==> src/rtl/rr_burst_arbiter.sv <==
// Round-robin burst arbiter: one requester owns the shared resource
// from grant until last beat, abandon, or stall timeout.
module rr_burst_arbiter #(
   parameter  int N_REQ       = 4,
   parameter  int TIMEOUT_CYC = 64,
   localparam int IW          = $clog2(N_REQ),
   localparam int SW          = $clog2(TIMEOUT_CYC + 1)
) (
   input  logic             clk,
   input  logic             rst,
   input  logic [N_REQ-1:0] req,
   input  logic [N_REQ-1:0] valid,
   input  logic [N_REQ-1:0] last,
   input  logic             res_ready,
   output logic [N_REQ-1:0] ack,
   output logic [N_REQ-1:0] gnt,
   output logic [IW-1:0]    gnt_id,
   output logic             busy,
   output logic             res_valid,
   output logic             res_last,
   output logic             timeout_err
);

   typedef enum logic {S_IDLE, S_GRANT} state_t;

   state_t           r_state, w_nxt_state;
   logic [N_REQ-1:0] r_gnt, w_nxt_gnt;
   logic [IW-1:0]    r_gnt_id, w_nxt_gnt_id;
   logic [IW-1:0]    r_ptr, w_nxt_ptr;
   logic [SW-1:0]    r_stall, w_nxt_stall;
   logic             r_busy, w_nxt_busy;
   logic             r_tout, w_nxt_tout;
   logic [IW-1:0]    w_win;
   logic             w_fire;
   logic             w_rel_last;
   logic             w_aband;
   logic             w_tout_hit;

   always_ff @(posedge clk or posedge rst) begin
      if (rst) begin
         r_state  <= S_IDLE;
         r_gnt    <= '0;
         r_gnt_id <= '0;
         r_ptr    <= '0;
         r_stall  <= '0;
         r_busy   <= 1'b0;
         r_tout   <= 1'b0;
      end else begin
         r_state  <= w_nxt_state;
         r_gnt    <= w_nxt_gnt;
         r_gnt_id <= w_nxt_gnt_id;
         r_ptr    <= w_nxt_ptr;
         r_stall  <= w_nxt_stall;
         r_busy   <= w_nxt_busy;
         r_tout   <= w_nxt_tout;
      end
   end

   // scan downward so the lowest offset from r_ptr wins
   always_comb begin
      int j;
      w_win = '0;
      j = 0;
      for (int k = N_REQ - 1; k >= 0; k--) begin
         j = int'(r_ptr) + k;
         if (j >= N_REQ) j = j - N_REQ;
         if (req[j]) w_win = IW'(j);
      end
   end

   always_comb begin
      w_nxt_state  = r_state;
      w_nxt_gnt    = r_gnt;
      w_nxt_gnt_id = r_gnt_id;
      w_nxt_ptr    = r_ptr;
      w_nxt_stall  = r_stall;
      w_nxt_busy   = r_busy;
      w_nxt_tout   = 1'b0;
      w_rel_last   = w_fire & last[r_gnt_id];
      w_aband      = ~req[r_gnt_id] & ~w_fire;
      w_tout_hit   = ~valid[r_gnt_id] &
                     (r_stall == SW'(TIMEOUT_CYC - 1));
      unique case (r_state)
         S_IDLE: begin
            if (|req) begin
               w_nxt_state         = S_GRANT;
               w_nxt_gnt           = '0;
               w_nxt_gnt[w_win]    = 1'b1;
               w_nxt_gnt_id        = w_win;
               w_nxt_busy          = 1'b1;
               w_nxt_stall         = '0;
            end
         end
         S_GRANT: begin
            if (w_rel_last | w_aband | w_tout_hit) begin
               w_nxt_state = S_IDLE;
               w_nxt_gnt   = '0;
               w_nxt_busy  = 1'b0;
               w_nxt_tout  = ~w_rel_last & ~w_aband;
               w_nxt_ptr   = (r_gnt_id == IW'(N_REQ - 1)) ?
                             '0 : r_gnt_id + IW'(1);
            end else if (valid[r_gnt_id]) begin
               w_nxt_stall = '0;
            end else if (r_stall < SW'(TIMEOUT_CYC)) begin
               w_nxt_stall = r_stall + SW'(1);
            end
         end
      endcase
   end

   always_comb begin
      w_fire    = r_busy & valid[r_gnt_id] & res_ready;
      ack       = r_gnt & {N_REQ{w_fire}};
      res_valid = r_busy & valid[r_gnt_id];
      res_last  = res_valid & last[r_gnt_id];
   end

   assign gnt         = r_gnt;
   assign gnt_id      = r_gnt_id;
   assign busy        = r_busy;
   assign timeout_err = r_tout;

endmodule

==> config.mk <==
export PLATFORM = sky130hd
export DESIGN_NAME = rr_burst_arbiter
export DESIGN_NICKNAME = d
export VERILOG_FILES = /design/src/rtl/rr_burst_arbiter.sv
export SDC_FILE = /design/constraint.sdc
export NUM_CORES = 1
export LEC_CHECK = 0
export CORE_ASPECT_RATIO = 1.1
export CORE_UTILIZATION = 50
export DETAILED_ROUTE_END_ITERATION = 6
export GPL_ROUTABILITY_DRIVEN = 1
export PLACE_DENSITY_LB_ADDON = 0.08
export SLEW_MARGIN = 30
export SYNTH_ARGS = -nofsm -noshare
export SYNTH_HDL_FRONTEND = slang
export SYNTH_SLANG_ARGS = --single-unit
==> constraint.sdc <==
create_clock -name clk -period 5.1 [get_ports clk]
set_clock_uncertainty 0.05 [all_clocks]
set_input_delay 1.275 -clock clk [delete_from_list [all_inputs] [get_ports clk]]
set_output_delay 1.275 -clock clk [all_outputs]
set_load 0.02 [all_outputs]
==> results.toml <==
[die]
fp-row-count = 16
die_w_microns = 45.6
fp.dieArea_sq_um = 2280
design.core.area_sq_um = 1860
fp.dieH_microns = 49.9
ioPinCount = 29
start_util = 0.561

[final_layout]
seq_area_sq_um = 450
num-fill-cells = 155
drive_above_1_share = 0.0896
n_antenna_cell = 0
multi_input_area_sq_um = 546
area_growth_pct = 32.6
nets = 153
final_common_cell = "clkdlybuf4s50_1"
layout_common_cells = "clkdlybuf4s50_1, dfrtp_1, inv_1, nand2_1, o22ai_1"

[sta]
worst_slew_pin_slew_ns = 0.676
slew_headroom = 0.549
hold_viol = 0
finalWorstSetupSlack_ns = 0.669
rsz0062_at_grt = "no"
min_period_over_period = 0.869
final.setup.tns_ns = 0
max_freq_mhz = 226
period_minus_slack_ns = 4.43
setup_viol = 0
drv_slew = 0

[power]
p_per_area_nw_per_um2 = 492
power.leakage_nw = 0.603
worst_ir_drop_vdd_mv = 0.311

[clocking]
clk_path_buf_depth = 2
cts_tree = "yes"
insertion_delay_ns = 0.29
postCtsHoldBufs = 0
clock-sinks = 18
cts_buffers = 3
clkTransAtPathRegs_ns = 0.09
cts_setup_buffers = 0
cts_resized = 0
root_buffer = "clkbuf_4"
h-tree-depth = 1

[drt]
met1_length_microns = 880
drt-vias-per-instance = 5.53
wl_per_cell_microns = 13.3
dr_wl_met2_microns = 1200
drtIter0Drc = 18
final_antenna_net_count = 0
dr_wl_met3_microns = 51
drc = 0
topRoutingLayerUsed = "met4"
drt_pass1_iterations = 4
drt_wl_total_microns = 2140
vias = 891

[synth]
synth_fp_nets = 120
seq_area_frac_synth = 0.431
netlist_area_sq_um = 1040
synth.distinct_cells = 33
synthCells = 103
avgSynthCellArea_sq_um = 10.1
yosysWarnings = 0
synth_seq_cells = 18

[global_routing]
antenna_found_initial = 0
grt.total_usage = 0.220
grt_pass1_wl_microns = 3670
overflow = 0
grt_pass1_vias = 865
grt_max_degree = 19

[placement]
port_buffers = 28
hpwl_microns = 1680
place_ws_ns = 0.669
gp_congestion = 0.779

[critical_path]
crit_required_ns = 3.77
crit_path_start_kind = "input port"
critical_path_class = "input port to output port"
arrival_ns = 3.11
end_kind = "output port"
path_max_fanout = 6

[job]
maxCapViolCount = 0

[hold_path]
hold_class = "register to register"

[outcome]
status = "complete, no violations"
-- worst paths after layout --
check,slack (ns),end,cells after the start,start
setup / recovery,0.67,ack[2],5,valid[3]
hold / removal,0.46,r_stall[0],1,r_stall[0]
setup reg to reg,2.77,r_ptr[0],5,gnt_id[0]
hold reg to reg,0.46,r_stall[0],1,r_stall[0]
max in group asynchronous,3.25,gnt[0],2,rst
min in group asynchronous,1.32,r_stall[4],2,rst
-- routing by layer --
metal | track usage | vias up
li1 | - | 437
met2 | 0.393 | 15
met1 | 0.249 | 437
met3 | 0.0440 | 2
met5 | 0 | -
met4 | 0.0707 | 0
-- critical path, cell delays in order --
cell             delay (ns)
clkdlybuf4s50_1        0.39
mux4_2                 0.53
and3_4                 0.23
and2_1                 0.15
clkdlybuf4s50_1        0.53
-- Yosys cell counts (all sizes together) --
master	n	share of area
and2	6	0.036
a21oi	2	0.0096
mux4	3	0.072
inv	12	0.043
mux2	2	0.029
and3	3	0.023
nand2	12	0.043
ha	2	0.024
dfrtp	18	0.43
mux2i	3	0.032
o21ai	3	0.014
nor2	3	0.011
or2	1	0.0060
or3	2	0.012
o22ai	7	0.042
a21o	3	0.029
nand2b	4	0.024
nor3	2	0.0096
a31oi	1	0.0060
o221ai	3	0.025
and2b	1	0.0072
nand4b	1	0.0084
nand3	3	0.014
o21a	1	0.0072
o211a	1	0.0096
clkbuf	1	0.0036
xnor2	1	0.0084
a211oi	1	0.012
o41ai	1	0.0084
-- state kept, by name, indices dropped and copies added, names as in the netlist --
| register | flops |
|---|---|
| r_ptr | 2 |
| busy | 1 |
| r_state | 1 |
| timeout_err | 1 |
| r_stall | 7 |
| gnt_id | 2 |
| gnt | 4 |
-- final cells by class --
cell class | instances | share of cell area
Sequential cell | 18 | 0.325
Timing Repair Buffer | 29 | 0.208
Inverter | 12 | 0.0325
Clock buffer | 3 | 0.0163
Tap cell | 27 | 0.0244
Multi-Input combinational cell | 72 | 0.394
-- kinds of logic after synthesis --
family,after synthesis,share of synthesized area
AOI/OAI and AO/OA,23,0.163
DFF,18,0.431
muxes,8,0.133
adders and majority gates,2,0.0239
xor gates and xnor gates,1,0.00838
buffers and inverters,13,0.0467
and+or+nand+nor,38,0.194
-- through the flow --
stage / hold slack, ns / instances / area (sq um) / util / total power, mW
finish: 0.463 / 161 / 1390 / 0.744 / 0.681
CTS: 0.465 / 161 / 1390 / 0.744 / 0.686
floorplan: 0.428 / 103 / 1040 / - / 0.482
global placement: 0.443 / 158 / 1360 / 0.732 / 0.607
global route: 0.510 / 161 / 1390 / 0.744 / 0.729
detailed placement: 0.450 / 158 / 1360 / 0.732 / 0.617
-- power by group --
part	internal (mW)	switching (mW)	total [mW]	leakage, nW
sequential	0.185	0.0513	0.237	0.233
combinational	0.191	0.184	0.375	0.356
clock	0.0275	0.0421	0.0696	0.0138
total	0.404	0.277	0.681	0.603
No activity file was read; power rests on OpenSTA's default activity.
